`config.mk`:
```
export PLATFORM = sky130hd
export DESIGN_NAME = x4_spi_arbiter
export DESIGN_NICKNAME = d
export VERILOG_FILES = /design/src/rtl/x4_pkg.sv /design/src/rtl/x4_arb_timer.sv /design/src/rtl/x4_spi_arbiter.sv
export SDC_FILE = /design/constraint.sdc
export NUM_CORES = 1
export LEC_CHECK = 0
export CORE_AREA = 3 3 40 42
export DETAILED_ROUTE_END_ITERATION = 10
export DIE_AREA = 0 0 43 45
export DONT_BUFFER_PORTS = 1
export GPL_TIMING_DRIVEN = 0
export PLACE_DENSITY_LB_ADDON = 0.25
export SETUP_SLACK_MARGIN = 0.5
export SLEW_MARGIN = 10
export SYNTH_ARGS = -nofsm -noshare
export SYNTH_HDL_FRONTEND = slang
export SYNTH_SLANG_ARGS = --single-unit
export TNS_END_PERCENT = 1
```
`constraint.sdc`:
```
create_clock -name clk -period 2.5 [get_ports clk]
set_input_delay 0.375 -clock clk [delete_from_list [all_inputs] [get_ports clk]]
set_output_delay 0.375 -clock clk [all_outputs]
set_load 0.01 [all_outputs]
```
`src/rtl/x4_pkg.sv`:
```
// Shared definitions for the x4 SPI arbiter: FSM state encoding, owner
// encoding and the default timing constants.
package x4_pkg;

   typedef enum logic [2:0] {
      ST_IDLE     = 3'd0,
      ST_OWN_FPGA = 3'd1,
      ST_OWN_MCU  = 3'd2,
      ST_DRAIN    = 3'd3,
      ST_GAP      = 3'd4
   } arb_state_e;

   typedef enum logic {
      OWNER_FPGA = 1'b0,
      OWNER_MCU  = 1'b1
   } owner_e;

   // Idle-owner cycles before a forced release (timeout build only).
   localparam int TIMEOUT_CYCLES = 4096;
   // Cycles the shared chip select is held high between owners.
   localparam int GAP_CYCLES     = 2;

endpackage

```
`src/rtl/x4_arb_timer.sv`:
```
// Idle-owner watchdog for the x4 SPI arbiter. Counts consecutive owned
// cycles with no enable or completion activity and flags expiry on the
// TIMEOUT_CYCLES-th such cycle. Only instantiated when X4_ARB_TIMEOUT_EN
// is defined.
module x4_arb_timer #(
   parameter int TIMEOUT_CYCLES = x4_pkg::TIMEOUT_CYCLES
) (
   input  logic clk,
   input  logic rst,
   input  logic run_i,
   input  logic activity_i,
   output logic expired_o
);

   localparam int CW = (TIMEOUT_CYCLES > 1) ? $clog2(TIMEOUT_CYCLES) : 1;

   logic [CW-1:0] cnt_q;
   logic [CW-1:0] cnt_d;

   // Expiry fires combinationally on the last idle cycle so the FSM can
   // release the bus at the same clock edge.
   assign expired_o = run_i && !activity_i && (cnt_q == CW'(TIMEOUT_CYCLES - 1));

   // Next count: restart whenever the bus is not owned, on any activity,
   // or once expiry has been reported.
   always_comb begin
      cnt_d = cnt_q + 1'b1;
      if (!run_i || activity_i || expired_o) begin
         cnt_d = '0;
      end
   end

   // Counter register.
   always_ff @(posedge clk) begin
      if (rst) begin
         cnt_q <= '0;
      end else begin
         cnt_q <= cnt_d;
      end
   end

endmodule

```
`src/rtl/x4_spi_arbiter.sv`:
```
// Two-master (FPGA / MCU) arbiter in front of a single spi_module.
// Grants are registered, the owner's SPI command is passed through
// combinationally, completions are routed back to the owner only, and a
// fixed chip-select gap separates consecutive owners. A byte that is in
// flight when the owner lets go is drained before the bus is released.
// Optional feature: define X4_ARB_TIMEOUT_EN to add the idle-owner
// watchdog (x4_arb_timer) that forces a release and pulses timeout.
module x4_spi_arbiter #(
   parameter int TIMEOUT_CYCLES = x4_pkg::TIMEOUT_CYCLES,
   parameter int GAP_CYCLES     = x4_pkg::GAP_CYCLES
) (
   input  logic       clk,
   input  logic       rst,
   input  logic       x4_init_done,
   input  logic       req_fpga,
   input  logic       req_mcu,
   output logic       gnt_fpga,
   output logic       gnt_mcu,
   input  logic       fpga_cs,
   input  logic       fpga_tx_en,
   input  logic       fpga_rx_en,
   input  logic [7:0] fpga_data_in,
   input  logic       mcu_cs,
   input  logic       mcu_tx_en,
   input  logic       mcu_rx_en,
   input  logic [7:0] mcu_data_in,
   output logic       spi_cs,
   output logic       spi_tx_en,
   output logic       spi_rx_en,
   output logic [7:0] spi_data_in,
   input  logic       spi_tx_done,
   input  logic       spi_rx_done,
   output logic       fpga_tx_done,
   output logic       fpga_rx_done,
   output logic       mcu_tx_done,
   output logic       mcu_rx_done,
   output logic       busy,
   output logic       timeout
);

   import x4_pkg::*;

   localparam int GW = (GAP_CYCLES > 1) ? $clog2(GAP_CYCLES) : 1;
   localparam logic [GW-1:0] GAP_LOAD = GW'(GAP_CYCLES - 1);

   arb_state_e    state_q;
   owner_e        owner_q;
   owner_e        last_q;
   logic          gnt_fpga_q;
   logic          gnt_mcu_q;
   logic          timeout_q;
   logic          pend_tx_q;
   logic          pend_rx_q;
   logic [GW-1:0] gap_cnt_q;

   logic       own_cs;
   logic       own_tx_en;
   logic       own_rx_en;
   logic [7:0] own_data;
   logic       own_active;
   logic       owned;
   logic       pend_tx_d;
   logic       pend_rx_d;
   logic       in_flight_d;
   logic       owner_drop;
   logic       fpga_elig;
   logic       mcu_elig;
   logic       pick_fpga;
   logic       pick_mcu;
   logic       tmo_expired;

   // The current owner's command, selected once so the datapath and the
   // in-flight tracking agree on what is being forwarded.
   assign own_cs     = (owner_q == OWNER_MCU) ? mcu_cs      : fpga_cs;
   assign own_tx_en  = (owner_q == OWNER_MCU) ? mcu_tx_en   : fpga_tx_en;
   assign own_rx_en  = (owner_q == OWNER_MCU) ? mcu_rx_en   : fpga_rx_en;
   assign own_data   = (owner_q == OWNER_MCU) ? mcu_data_in : fpga_data_in;

   assign own_active = (state_q == ST_OWN_FPGA) || (state_q == ST_OWN_MCU);
   assign owned      = own_active || (state_q == ST_DRAIN);

   // A byte is in flight from the forwarded enable until its matching
   // done; a new start in the same cycle as a done keeps it pending.
   assign pend_tx_d   = (pend_tx_q && !spi_tx_done) || (own_active && own_tx_en);
   assign pend_rx_d   = (pend_rx_q && !spi_rx_done) || (own_active && own_rx_en);
   assign in_flight_d = pend_tx_d || pend_rx_d;

   // Losing x4_init_done while the MCU owns the bus counts as a release.
   assign owner_drop = ((state_q == ST_OWN_FPGA) && !req_fpga) ||
                       ((state_q == ST_OWN_MCU) && (!req_mcu || !x4_init_done));

`ifdef X4_ARB_TIMEOUT_EN
   logic fpga_block_q;
   logic mcu_block_q;
   logic activity;

   assign activity = own_tx_en || own_rx_en || spi_tx_done || spi_rx_done;

   x4_arb_timer #(
      .TIMEOUT_CYCLES(TIMEOUT_CYCLES)
   ) u_timer (
      .clk       (clk),
      .rst       (rst),
      .run_i     (own_active),
      .activity_i(activity),
      .expired_o (tmo_expired)
   );

   // A timed-out requester stays locked out until its req is seen low.
   always_ff @(posedge clk) begin
      if (rst) begin
         fpga_block_q <= 1'b0;
         mcu_block_q  <= 1'b0;
      end else begin
         if (tmo_expired && (state_q == ST_OWN_FPGA)) begin
            fpga_block_q <= 1'b1;
         end else if (!req_fpga) begin
            fpga_block_q <= 1'b0;
         end
         if (tmo_expired && (state_q == ST_OWN_MCU)) begin
            mcu_block_q <= 1'b1;
         end else if (!req_mcu) begin
            mcu_block_q <= 1'b0;
         end
      end
   end

   assign fpga_elig = req_fpga && !fpga_block_q;
   assign mcu_elig  = req_mcu && x4_init_done && !mcu_block_q;
`else
   assign tmo_expired = 1'b0;
   assign fpga_elig   = req_fpga;
   assign mcu_elig    = req_mcu && x4_init_done;
`endif

   // Round-robin tie break: on a tie the requester not served last wins.
   assign pick_mcu  = mcu_elig && (!fpga_elig || (last_q == OWNER_FPGA));
   assign pick_fpga = fpga_elig && !pick_mcu;

   // Arbitration FSM with registered grants and timeout pulse.
   always_ff @(posedge clk) begin
      if (rst) begin
         state_q    <= ST_IDLE;
         owner_q    <= OWNER_FPGA;
         last_q     <= OWNER_MCU;
         gnt_fpga_q <= 1'b0;
         gnt_mcu_q  <= 1'b0;
         timeout_q  <= 1'b0;
         pend_tx_q  <= 1'b0;
         pend_rx_q  <= 1'b0;
         gap_cnt_q  <= '0;
      end else begin
         timeout_q <= 1'b0;
         pend_tx_q <= pend_tx_d;
         pend_rx_q <= pend_rx_d;
         case (state_q)
            ST_IDLE: begin
               if (pick_fpga) begin
                  state_q    <= ST_OWN_FPGA;
                  owner_q    <= OWNER_FPGA;
                  last_q     <= OWNER_FPGA;
                  gnt_fpga_q <= 1'b1;
               end else if (pick_mcu) begin
                  state_q   <= ST_OWN_MCU;
                  owner_q   <= OWNER_MCU;
                  last_q    <= OWNER_MCU;
                  gnt_mcu_q <= 1'b1;
               end
            end
            ST_OWN_FPGA, ST_OWN_MCU: begin
               if (tmo_expired) begin
                  state_q    <= ST_GAP;
                  gnt_fpga_q <= 1'b0;
                  gnt_mcu_q  <= 1'b0;
                  timeout_q  <= 1'b1;
                  pend_tx_q  <= 1'b0;
                  pend_rx_q  <= 1'b0;
                  gap_cnt_q  <= GAP_LOAD;
               end else if (owner_drop) begin
                  if (in_flight_d) begin
                     state_q <= ST_DRAIN;
                  end else begin
                     state_q    <= ST_GAP;
                     gnt_fpga_q <= 1'b0;
                     gnt_mcu_q  <= 1'b0;
                     gap_cnt_q  <= GAP_LOAD;
                  end
               end
            end
            ST_DRAIN: begin
               if (!in_flight_d) begin
                  state_q    <= ST_GAP;
                  gnt_fpga_q <= 1'b0;
                  gnt_mcu_q  <= 1'b0;
                  gap_cnt_q  <= GAP_LOAD;
               end
            end
            ST_GAP: begin
               if (gap_cnt_q == '0) begin
                  state_q <= ST_IDLE;
               end else begin
                  gap_cnt_q <= gap_cnt_q - 1'b1;
               end
            end
            default: begin
               state_q    <= ST_IDLE;
               gnt_fpga_q <= 1'b0;
               gnt_mcu_q  <= 1'b0;
            end
         endcase
      end
   end

   // SPI mux and completion routing: pass-through while owned, enables
   // suppressed while draining, bus parked and dones dropped otherwise.
   always_comb begin
      spi_cs       = 1'b1;
      spi_tx_en    = 1'b0;
      spi_rx_en    = 1'b0;
      spi_data_in  = 8'h00;
      fpga_tx_done = 1'b0;
      fpga_rx_done = 1'b0;
      mcu_tx_done  = 1'b0;
      mcu_rx_done  = 1'b0;
      if (own_active) begin
         spi_cs      = own_cs;
         spi_tx_en   = own_tx_en;
         spi_rx_en   = own_rx_en;
         spi_data_in = own_data;
      end else if (state_q == ST_DRAIN) begin
         spi_cs      = own_cs;
         spi_data_in = own_data;
      end
      if (owned) begin
         if (owner_q == OWNER_MCU) begin
            mcu_tx_done = spi_tx_done;
            mcu_rx_done = spi_rx_done;
         end else begin
            fpga_tx_done = spi_tx_done;
            fpga_rx_done = spi_rx_done;
         end
      end
   end

   assign gnt_fpga = gnt_fpga_q;
   assign gnt_mcu  = gnt_mcu_q;
   assign busy     = (state_q != ST_IDLE);
   assign timeout  = timeout_q;

endmodule

```
---- Word-level counts from Yosys, hierarchy flattened ----
Cells that the tools add are included.
operators by class
  add/subtract/negate cells ............... 1
  reduce and logical (&&, ||, !) cells .... 33
  equality and inequality tests ........... 11
  bitwise gates (word level) .............. 2
  mux-type cells .......................... 39
operators with widths
  cell                                                             count
  1-bit two-way mux                                                26
  8-bit two-way mux                                                3
  3-bit two-way mux                                                6
  2-bit != test, second input constant                             6
  3-bit one-hot mux with 4 select lines                            1
  1-bit logical AND                                                9
  1-bit logical OR                                                 8
  1-bit one-hot mux with 4 select lines                            2
  4-bit AND reduction                                              2
  3-bit by 2-bit == test with 1-bit output, second input constant  2
  1-bit logical NOT                                                6
  3-bit nonzero test                                               2
  2-bit AND reduction                                              2
  3-bit by 1-bit == test with 1-bit output, second input constant  1
  3-bit == test, second input constant                             1
  3-bit logical NOT                                                1
  3-bit != test, second input constant                             1
  1-bit one-hot mux with 3 select lines                            1
  3-bit AND reduction                                              1
  1-bit NOT                                                        2
  2-bit nonzero test                                               1
  2-bit OR reduction                                               1
  1-bit subtractor, second input constant                          1
storage, ports and cells
  flip-flop bits (word level) ............. 10

---- Longest topological paths before layout ----
Gate-level depths: netlist of the first run.
  word-level depth ........................ 8
  depth in mapped cells ................... 5

---- Least setup slack after synthesis of the first run ----
Ideal clock, no wire load.
  kind .................................... reg-to-output
  start point ............................. reg state_q[0]
  end point ............................... out spi_data_in[1]
  path slack .............................. 0.876 ns
  buffers on the path ..................... 2
  arrival ................................. 1.249 ns
  cell stages (with the launch flop) ...... 6
  cell sequence ........................... dfxtp_1 -> buf_2 -> nor2_1 -> nor3b_2 -> buf_2 -> a22o_1
between the ends
  cells in the longest elaborated chain, start to end .. 3
  elaborated cells between the ends (all ways) .. 6
  those cells by class .................... eq/ne (3); mux (2); reduce/logical (1)
ends and longest elaborated chain
  element                                                                 line                                         RTL
  from (decl)                                                             x4_spi_arbiter.sv:46                         arb_state_e state_q;
  from (signal assigned)                                                  x4_spi_arbiter.sv:143                        state_q <= ST_IDLE;
  from (signal assigned)                                                  x4_spi_arbiter.sv:159                        state_q <= ST_OWN_FPGA;
  from (signal assigned)                                                  x4_spi_arbiter.sv:164                        state_q <= ST_OWN_MCU;
  3-bit by 2-bit == test with 1-bit output, or another cell as far along  x4_spi_arbiter.sv:230                        end else if (state_q == ST_DRAIN) begin
  8-bit two-way mux or 1-bit logical OR (tied branches)                   x4_spi_arbiter.sv:230, x4_spi_arbiter.sv:79
  8-bit two-way mux (*)                                                   x4_spi_arbiter.sv:225                        if (own_active) begin
  to (decl)                                                               x4_spi_arbiter.sv:30                         output logic [7:0] spi_data_in,
Every way passes the cells marked *; elsewhere a longest branch is shown, timed or not.

---- Worst setup path in the final report of the first run ----
  start point ............................. reg state_q[0]
  end point ............................... out spi_data_in[4]
Same word-level chain as after synthesis.

==> impl_results.md, run 1 <==
- Power per unit of standard cell area: 1080 mW/mm²
- Die height: 45 µm
- Syn_area_per_cell: 8.09 µm²
- Number of synthesized flops with an enable pin: 0
- Count of distinct cell types in the synthesized netlist: 43
- # IOs: 48
- Synthesized netlist cell count: 101
- Post-route ant nets: 0
- Pins over their slew limit: 0
- Yosys reg bits: 10
- Count of final setup violators: 0
- Iteration count of the initial detailed-routing pass: 4
- Async set-or-reset flop fraction in the synthesized netlist: 0%
- Starting density of the core: 63.6%
- Maximum count of clock buffers along a single path: 2
- Class of the worst hold path: in2reg
- PnR worst setup slack: 0.483 ns
- Number of design rule violations left after detail routing: 0
- Worst Setup Start Kind: flip-flop
- Worst VDD drop: 596 µV
- Input/output buffers: 0
- Synthesized Nets: 130
- # fillers: 113
- Critical Path Sink Type: primary output
- Highest clock rate: 496 MHz
- Register clock-pin slew on the reported worst setup and hold paths: 0.07 ns
- Leakage power: 0.357 nW
- Drt initial violations: 11
- Drt via density: 6.63
- Final Cycle Share: 80.7%
- Die width: 43 µm
- Post-Synthesis Cell Area: 817 µm²
- Cell row count: 13
- YS warnings: 0
- Req. time, crit path: 2.12 ns
- Final clock skew: 0.00125 ns
- Global Route Usage Sum: 21.4%
- Clock tree from TritonCTS: done
- Global route total overflow: 0
- Top_reg_cell synth: dfxtp_1
- Crit path time final: 2.02 ns
- WL/cell: 17.4 µm
- Maximum number of pins on one net before global-route repair: 11
- Worst setup slack before clock tree synthesis: 0.710 ns
- Clock Root Buffer: clkbuf_4
- Max-cap violations: 0
- CP max FO: 10
- TritonCTS Buffers: 3
- Hold Slack: 0.327 ns
- Post-CTS Hold Fix Bufs: 0
- Antenna violations before repair: 0
- Count of vias placed by the detailed router: 795
- Seq/Total Area, Yosys: 24.5%
- Total negative slack: 0 ns
- Proportion of layout cells with a drive suffix above 1: 23.8%
- Floorplan Core Area: 0.00128 mm²
- Diodes inserted: 0
- Clock net sink count: 10
- Layout-stage area growth over the synthesis result: 9.19%
- Half-perimeter wire length of the detailed placement result: 1.57 mm
- Die Footprint: 0.00194 mm²
- Final-stage net count: 135
- Crit Path Class: reg2out
- Final hold vios: 0
- Worst-skew pair later-pin latency: 0.27 ns
- Final weighted congestion in routability-driven placement: 0.803
- Result of the run: complete, no violations
- H-tree levels: 1
- Global-route wire length before repair: 3.19 mm
- DRT Wirelength: 2.09 mm
- RSZ-0062 raised after global routing: true
- Vias in the first global route: 755
- Crit path DAT: 1.64 ns
- Final core utilization: 69.4%
kinds of logic after synthesis:
logic type | Yosys count | share of synthesized area, %
AND/OR/NAND/NOR | 42 | 32.5
multiplexers | 2 | 2.45
XOR/XNOR | 1 | 1.07
AO/OA/AOI/OAI | 32 | 31.7
other | 1 | 0.459
buffers and inverters | 13 | 7.35
flip-flops | 10 | 24.5
critical path: stages (launching register included):
cell,delay (ns)
dfxtp_2,0.39
buf_4,0.20
nor2_2,0.08
nor3_1,0.27
buf_4,0.24
a22o_1,0.20
cell usage after synthesis, types with 2 or more instances:
library cell	number	area (µm²)
nor3b_2	2	25.0
o21ai_0	4	20.0
a21oi_1	2	10.0
and2_1	8	50.1
nand3_1	4	20.0
a22o_1	8	70.1
nor2_1	3	11.3
nand2_1	8	30.0
inv_1	5	18.8
mux2i_1	2	20.0
buf_2	6	30.0
dfxtp_1	10	200
nor3_1	4	20.0
nor2b_1	2	12.5
a2bb2oi_1	2	17.5
nand2b_1	4	25.0
routing by layer:
layer  part of all wire, %  vias to the layer above  global-route usage (%)  routed length (µm)
met1                    40                      382                    24.2                 834
met3                   6.6                        6                    7.97                 137
li1                      -                      381                       -                   -
met5                     0                        -                       0                   0
met4                   1.8                        0                    5.42                  38
met2                    52                       26                    38.3                1080
cells in the final DEF, fill, tap and decap left out, types with 2 or more instances in the layout:
master and instances:
and2_1 8, a22o_1 8, nand2_1 8, dfxtp_1 8
clkbuf_4 5, inv_1 5, nor3_1 4, nand2b_1 4
nand3_1 4, o21ai_0 4, buf_4 3, buf_2 2
mux2i_1 2, nor3b_2 2, a2bb2oi_1 2, nor2b_1 2
a21oi_1 2, nor2_1 2, dfxtp_2 2
registers in the layout, indices dropped and copies added (netlist names):
signal	count
gnt_fpga	1
pend_rx_q	1
pend_tx_q	1
gap_cnt_q	1
last_q	1
state_q	3
owner_q	1
gnt_mcu	1
area by class of cell:
| cell class | instances | area [µm²] | share of cell area, % |
|---|---|---|---|
| sequential | 10 | 203 | 22.7 |
| tap | 15 | 18.8 | 2.10 |
| multi-input combinational | 78 | 564 | 63.3 |
| inverter | 5 | 18.8 | 2.10 |
| clock buffer | 4 | 36.3 | 4.07 |
| buffer | 8 | 51.3 | 5.75 |
power breakdown:
| part | switching, mW | internal (mW) |
|---|---|---|
| Combinational | 0.321 | 0.233 |
| Sequential | 0.0499 | 0.214 |
| Clock | 0.0605 | 0.0885 |
| Total | 0.432 | 0.535 |
path summary, 6_finish.rpt:
check	from	endpoint	slack, ns	cells past startpoint
max	state_q[0]	spi_data_in[4]	0.48	5
min	x4_init_done	last_q	0.33	2
max reg2reg	owner_q	gnt_mcu	1.00	5
min reg2reg	gap_cnt_q	state_q[2]	0.51	2
through the flow:
stage,cell area (µm²),power (mW),cells
after global routing,892,1.04,120
after CTS,878,0.945,120
final,892,0.966,120
after detailed placement,836,0.784,116
after global placement,836,0.767,116
after floorplan,817,0.703,101
repair_timing:
item                       in CTS  in global routing
buffers inserted                0                  0
cloned                          0                  0
setup endpoints to repair      12                 12
resized for setup               3                  5
No activity file was read; power rests on OpenSTA's default activity.
==> run 2, diff against run 1 <==
--- a/config.mk
+++ b/config.mk
@@ -5,9 +5,9 @@
 export SDC_FILE = /design/constraint.sdc
 export NUM_CORES = 1
 export LEC_CHECK = 0
-export CORE_AREA = 3 3 40 42
+export CORE_MARGIN = 3
+export CORE_UTILIZATION = 60
 export DETAILED_ROUTE_END_ITERATION = 10
-export DIE_AREA = 0 0 43 45
 export DONT_BUFFER_PORTS = 1
 export GPL_TIMING_DRIVEN = 0
 export PLACE_DENSITY_LB_ADDON = 0.25
==> constraint.sdc (replaced) <==
create_clock -name clk -period 1.95 [get_ports clk]
set_input_delay 0.2925 -clock clk [delete_from_list [all_inputs] [get_ports clk]]
set_output_delay 0.2925 -clock clk [all_outputs]
set_load 0.01 [all_outputs]
==> run 2 against run 1 <==
Against the previous run:
- setup slack lost 0.22 ns
- clock power grew 30%
- global-route usage grew 6.0 points
- sequential cell count is the same
- cell area grew 17%
- critical path depth is the same
- hold slack lost 0.086 ns
- combinational power grew 67%
- via count grew 16%
- non-clock buffer count grew 8
- first-iteration DRC count grew to 5.9 times the previous value
- wire length grew 26%
- critical path type unchanged
- critical endpoint is now spi_data_in[6]
- largest cell class unchanged
==> impl_results.md, run 2 (same netlist as run 1, synthesis figures left out) <==
- # IOs: 48
- Register clock-pin slew on the reported worst setup and hold paths: 0.07 ns
- Maximum number of pins on one net before global-route repair: 11
- Flip-flop count of the largest register, all copies and words added: 3
- Maximum count of clock buffers along a single path: 2
- Max-cap violations: 0
- Req. time, crit path: 1.66 ns
- Result of the run: complete, no violations
- DRT Wirelength: 2.63 mm
- Post-CTS Hold Fix Bufs: 0
- HP Start: x4_init_done
- Number of design rule violations left after detail routing: 0
- Clock tree from TritonCTS: done
- Hold worst-path end: last_q
- Worst Setup Start Kind: flip-flop
- H-tree levels: 1
- Critical Path Sink Type: primary output
- Global Route Usage Sum: 27.5%
- WL/cell: 20.7 µm
- Post-Layout Inst Area: 0.00104 mm²
- Die width: 42.9 µm
- Commonest cells after routing, fill and taps aside: buf_4 (10), and2_1 (8), nand2_1 (8), dfxtp_1 (7)
- Die height: 42.9 µm
- Count of vias placed by the detailed router: 922
- Global route total overflow: 0
- Vias in the first global route: 805
- Crit Path Class: reg2out
- Floorplan Core Area: 0.00119 mm²
- Top reg by flops: state_q
- # fillers: 60
- Final-stage net count: 143
- Drt via density: 7.26
- Half-perimeter wire length of the detailed placement result: 1.56 mm
- Final weighted congestion in routability-driven placement: 0.836
- Power per unit of standard cell area: 1390 mW/mm²
- Total negative slack: 0 ns
- Final Cycle Share: 86.3%
- Die Footprint: 0.00184 mm²
- Antenna violations before repair: 0
- Class of the worst hold path: in2reg
- Worst VDD drop: 970 µV
- Crit path DAT: 1.39 ns
- Final clock skew: 0.000498 ns
- Launch instance of the worst register-to-register path: state_q[0]
- Post-route ant nets: 0
- Diodes inserted: 0
- RSZ-0062 raised after global routing: true
- Clock net sink count: 10
- Crit path time final: 1.68 ns
- Worst-skew pair later-pin latency: 0.27 ns
- Layout-stage area growth over the synthesis result: 27.4%
- Leakage power: 0.429 nW
- Cell row count: 12
- Proportion of layout cells with a drive suffix above 1: 35.4%
- Total design power: 1.45 mW
- Global-route wire length before repair: 3.85 mm
- Final hold vios: 0
- Beginning of the critical path: state_q[0]
- Clock Root Buffer: clkbuf_4
- Cells on Worst Hold Path: 2
- Input/output buffers: 0
- Commonest non-fill, non-tap cell in the layout: buf_4
- Reg-to-reg critical path endpoint: state_q[1]
- Worst Reg2Reg Path Length in Cells: 5
- TritonCTS Buffers: 3
- Hold Slack: 0.240 ns
- Count of final setup violators: 0
- Highest clock rate: 594 MHz
- Internal reg-to-reg setup slack: 0.38 ns
- Starting density of the core: 68.9%
- Pins over their slew limit: 0
- Drt initial violations: 65
- Instance area after placement: 853 µm²
- Iteration count of the initial detailed-routing pass: 4
- CP max FO: 5
-- run 2: cell count changes in the layout (fill, tap and decap cells not counted), moves of 2 or more --
cell and change:
dfxtp_4 +2, nor3_1 -3, buf_8 +2, buf_4 +7, clkbuf_4 -2, a22o_1 -3
a22o_4 +3, nor3_2 +3, buf_2 -2, buf_6 +3
-- run 2: worst max-delay path, cell delays in order, from the launching register on --
cell     delay (ns)
dfxtp_4        0.36
buf_8          0.10
nor2_4         0.04
nor3b_4        0.25
buf_6          0.16
a22o_1         0.20
-- run 2: worst max-delay path by stage --
stage                     cells past startpoint             end
final                                         5  spi_data_in[6]
after global routing                          5  spi_data_in[6]
after CTS                                     5  spi_data_in[6]
after detailed placement                      4  spi_data_in[7]
after global placement                        4  spi_data_in[6]
after floorplan                               5    fpga_rx_done
-- run 2: layout make-up --
cell class	count	area (µm²)	area share, %
clock buffers	4	36.3	3.49
well taps	14	17.5	1.68
flip-flops and latches	10	209	20.1
plain buffers	8	78.8	7.57
inverters	5	18.8	1.80
multi-input cells	78	617	59.3
repair buffers	8	63.8	6.13
-- run 2: report_power, final --
part	switching [mW]	total, mW	leakage [nW]	internal [mW]
Clock	0.0793	0.193	0.0210	0.114
Combinational	0.512	0.927	0.324	0.415
Sequential	0.0530	0.332	0.0840	0.279
Total	0.644	1.45	0.429	0.808
-- run 2: routing by layer --
layer,GRT usage [%],share of wire [%]
met3,8.47,9.2
met4,11.8,3.4
met5,0,0
met2,44.9,50
met1,32.6,37
-- run 2: through the flow --
step | setup WS (ns) | util (%) | std cells
after detailed placement | 0.368 | 71.9 | 115
after global placement | 0.376 | 71.9 | 115
after global routing | 0.234 | 87.8 | 127
after CTS | 0.275 | 84.7 | 125
final | 0.266 | 87.8 | 127
after floorplan | 0.511 | - | 101
-- run 2: repair_timing --
action / in CTS / in global routing
pin swaps: 6 / 3
gates cloned: 1 / 0
setup buffers: 5 / 2
resized for setup: 21 / 3
setup endpoints to repair: 18 / 25
==> run 3, diff against run 2 <==
--- a/config.mk
+++ b/config.mk
@@ -10,7 +10,7 @@
 export DETAILED_ROUTE_END_ITERATION = 10
 export DONT_BUFFER_PORTS = 1
 export GPL_TIMING_DRIVEN = 0
-export PLACE_DENSITY_LB_ADDON = 0.25
+export PLACE_DENSITY = 0.76
 export SETUP_SLACK_MARGIN = 0.5
 export SLEW_MARGIN = 10
 export SYNTH_ARGS = -nofsm -noshare
==> run 3 against run 2 <==
Against the previous run:
- register-to-register slack improved by 0.02 ns
- wire length increased by 2.2%
- first-iteration DRC count decreased by 43%
- global-route usage decreased by 1.4 points
- sequential share of layout area decreased by 0.47 points
- non-clock buffer count decreased by 2
- via count decreased by 2.0%
- hold slack improved by 0.012 ns
- sequential power about the same
- setup slack got worse by 0.029 ns
- highest routed layer unchanged
==> impl_results.md, run 3 (same netlist as run 1, synthesis figures left out) <==
- Result of the run: complete, no violations
- Count of final setup violators: 0
- Final-stage net count: 141
- Total negative slack: 0 ns
- Final Cycle Share: 87.8%
- TritonCTS Buffers: 3
- Slowest stage cell, crit path: nor3_2
- Proportion of layout cells with a drive suffix above 1: 39.6%
- Req. time, crit path: 1.66 ns
- Worst-skew pair later-pin latency: 0.28 ns
- CP max FO: 3
- Maximum number of pins on one net before global-route repair: 11
- Commonest non-fill, non-tap cell in the layout: nand2_1
- Cell row count: 12
- Diodes inserted: 0
- Die Footprint: 0.00184 mm²
- Class of the worst hold path: in2reg
- Global route total overflow: 0
- Clock power share: 13.2%
- Share of total power in combinational logic: 64.7%
- Final weighted congestion in routability-driven placement: 0.851
- Share of power burned in registers: 22.1%
- Iteration count of the initial detailed-routing pass: 4
- Drt via density: 7.23
- Starting density of the core: 68.9%
- Maximum count of clock buffers along a single path: 2
- Crit path largest cell delay: 0.35 ns
- Max-cap violations: 0
- Internal power: 0.832 mW
- Die width: 42.9 µm
- Leakage power: 0.442 nW
- Highest clock rate: 584 MHz
- Worst VDD drop: 967 µV
- Post-route ant nets: 0
- WL/cell: 21.5 µm
- Vias in the first global route: 787
- Drt initial violations: 37
- Pins over their slew limit: 0
- RSZ-0062 raised after global routing: true
- Worst Setup Start Kind: flip-flop
- Final clock skew: 0.00129 ns
- Critical Path Sink Type: primary output
- Clock Root Buffer: clkbuf_4
- Commonest cells after routing, fill and taps aside: nand2_1 (8), buf_4 (7), a22o_4 (7), dfxtp_1 (7), and2_1 (6)
- Switching component of the power: 0.658 mW
- Input/output buffers: 0
- Crit Path Class: reg2out
- Die height: 42.9 µm
- Count of vias placed by the detailed router: 904
- Layout-stage area growth over the synthesis result: 30.5%
- Global-route wire length before repair: 3.61 mm
- DRT Wirelength: 2.69 mm
- Floorplan Core Area: 0.00119 mm²
- Clock tree from TritonCTS: done
- H-tree levels: 1
- Power per unit of standard cell area: 1400 mW/mm²
- Final hold vios: 0
- Register clock-pin slew on the reported worst setup and hold paths: 0.07 ns
- Switching share of total power: 44.1%
- Critical-path cell list: buf_6 > buf_4 > xnor2_1 > nor3_2
- Hold Slack: 0.252 ns
- Global Route Usage Sum: 26.1%
- Crit path time final: 1.71 ns
- # IOs: 48
- Number of design rule violations left after detail routing: 0
- Antenna violations before repair: 0
- Top reg by flops: state_q
- Half-perimeter wire length of the detailed placement result: 1.52 mm
- Clock net sink count: 10
- Crit path DAT: 1.42 ns
- Flip-flop count of the largest register, all copies and words added: 3
## run 3: repair_timing
item,4_1_cts,5_1_grt
cloned,1,0
buffers inserted,5,0
pin swaps,6,2
setup endpoints to repair,18,25
hold buffers,0,0
resized for setup,21,9
## run 3: layer usage
metal / wire [µm] / GRT usage (%)
met1: 977 / 30.5
met2: 1370 / 39.5
met3: 237 / 12.7
met4: 103 / 11.8
met5: 0 / 0
## run 3: worst paths after layout
path	from	to	slack (ns)	cells past startpoint
worst min register to register	gap_cnt_q	gap_cnt_q	0.50	1
worst max register to register	state_q[1]	pend_rx_q	0.40	6
worst min-delay path	x4_init_done	last_q	0.25	2
worst max-delay path	state_q[1]	spi_tx_en	0.24	4
## run 3: layout make-up
cell class	instances	area, µm²
inverter	5	18.8
multi-input combinational	78	657
buffer	8	78.8
tap	14	17.5
timing repair buffer	6	48.8
sequential	10	209
clock buffer	4	36.3
fill	55	120
## run 3: power groups by stage
stage                     Clock [mW]  Combinational (mW)  Sequential (mW)
final                          0.196               0.965            0.329
after global placement             0               0.681            0.336
after CTS                      0.193               0.844            0.327
after floorplan                    0               0.606            0.325
after global routing           0.211                1.02            0.335
after detailed placement           0               0.694            0.337
## run 3: stage by stage
step                cells  utilization [%]  area, µm²  setup WS, ns  power (mW)
detailed placement    115             71.9        853         0.347        1.03
CTS                   125             84.7       1000         0.275        1.36
global placement      115             71.9        853         0.381        1.02
global route          125             89.9       1070         0.202        1.57
floorplan             101                -        836         0.511       0.931
finish                125             89.9       1070         0.237        1.49
## run 3: critical path, delay by kind of cell, from the launching register on
family / cells / cell delay (ns)
AND/OR/NAND/NOR: 1 / 0.35
flip-flops: 1 / 0.32
buffers and inverters: 2 / 0.27
XOR/XNOR: 1 / 0.20
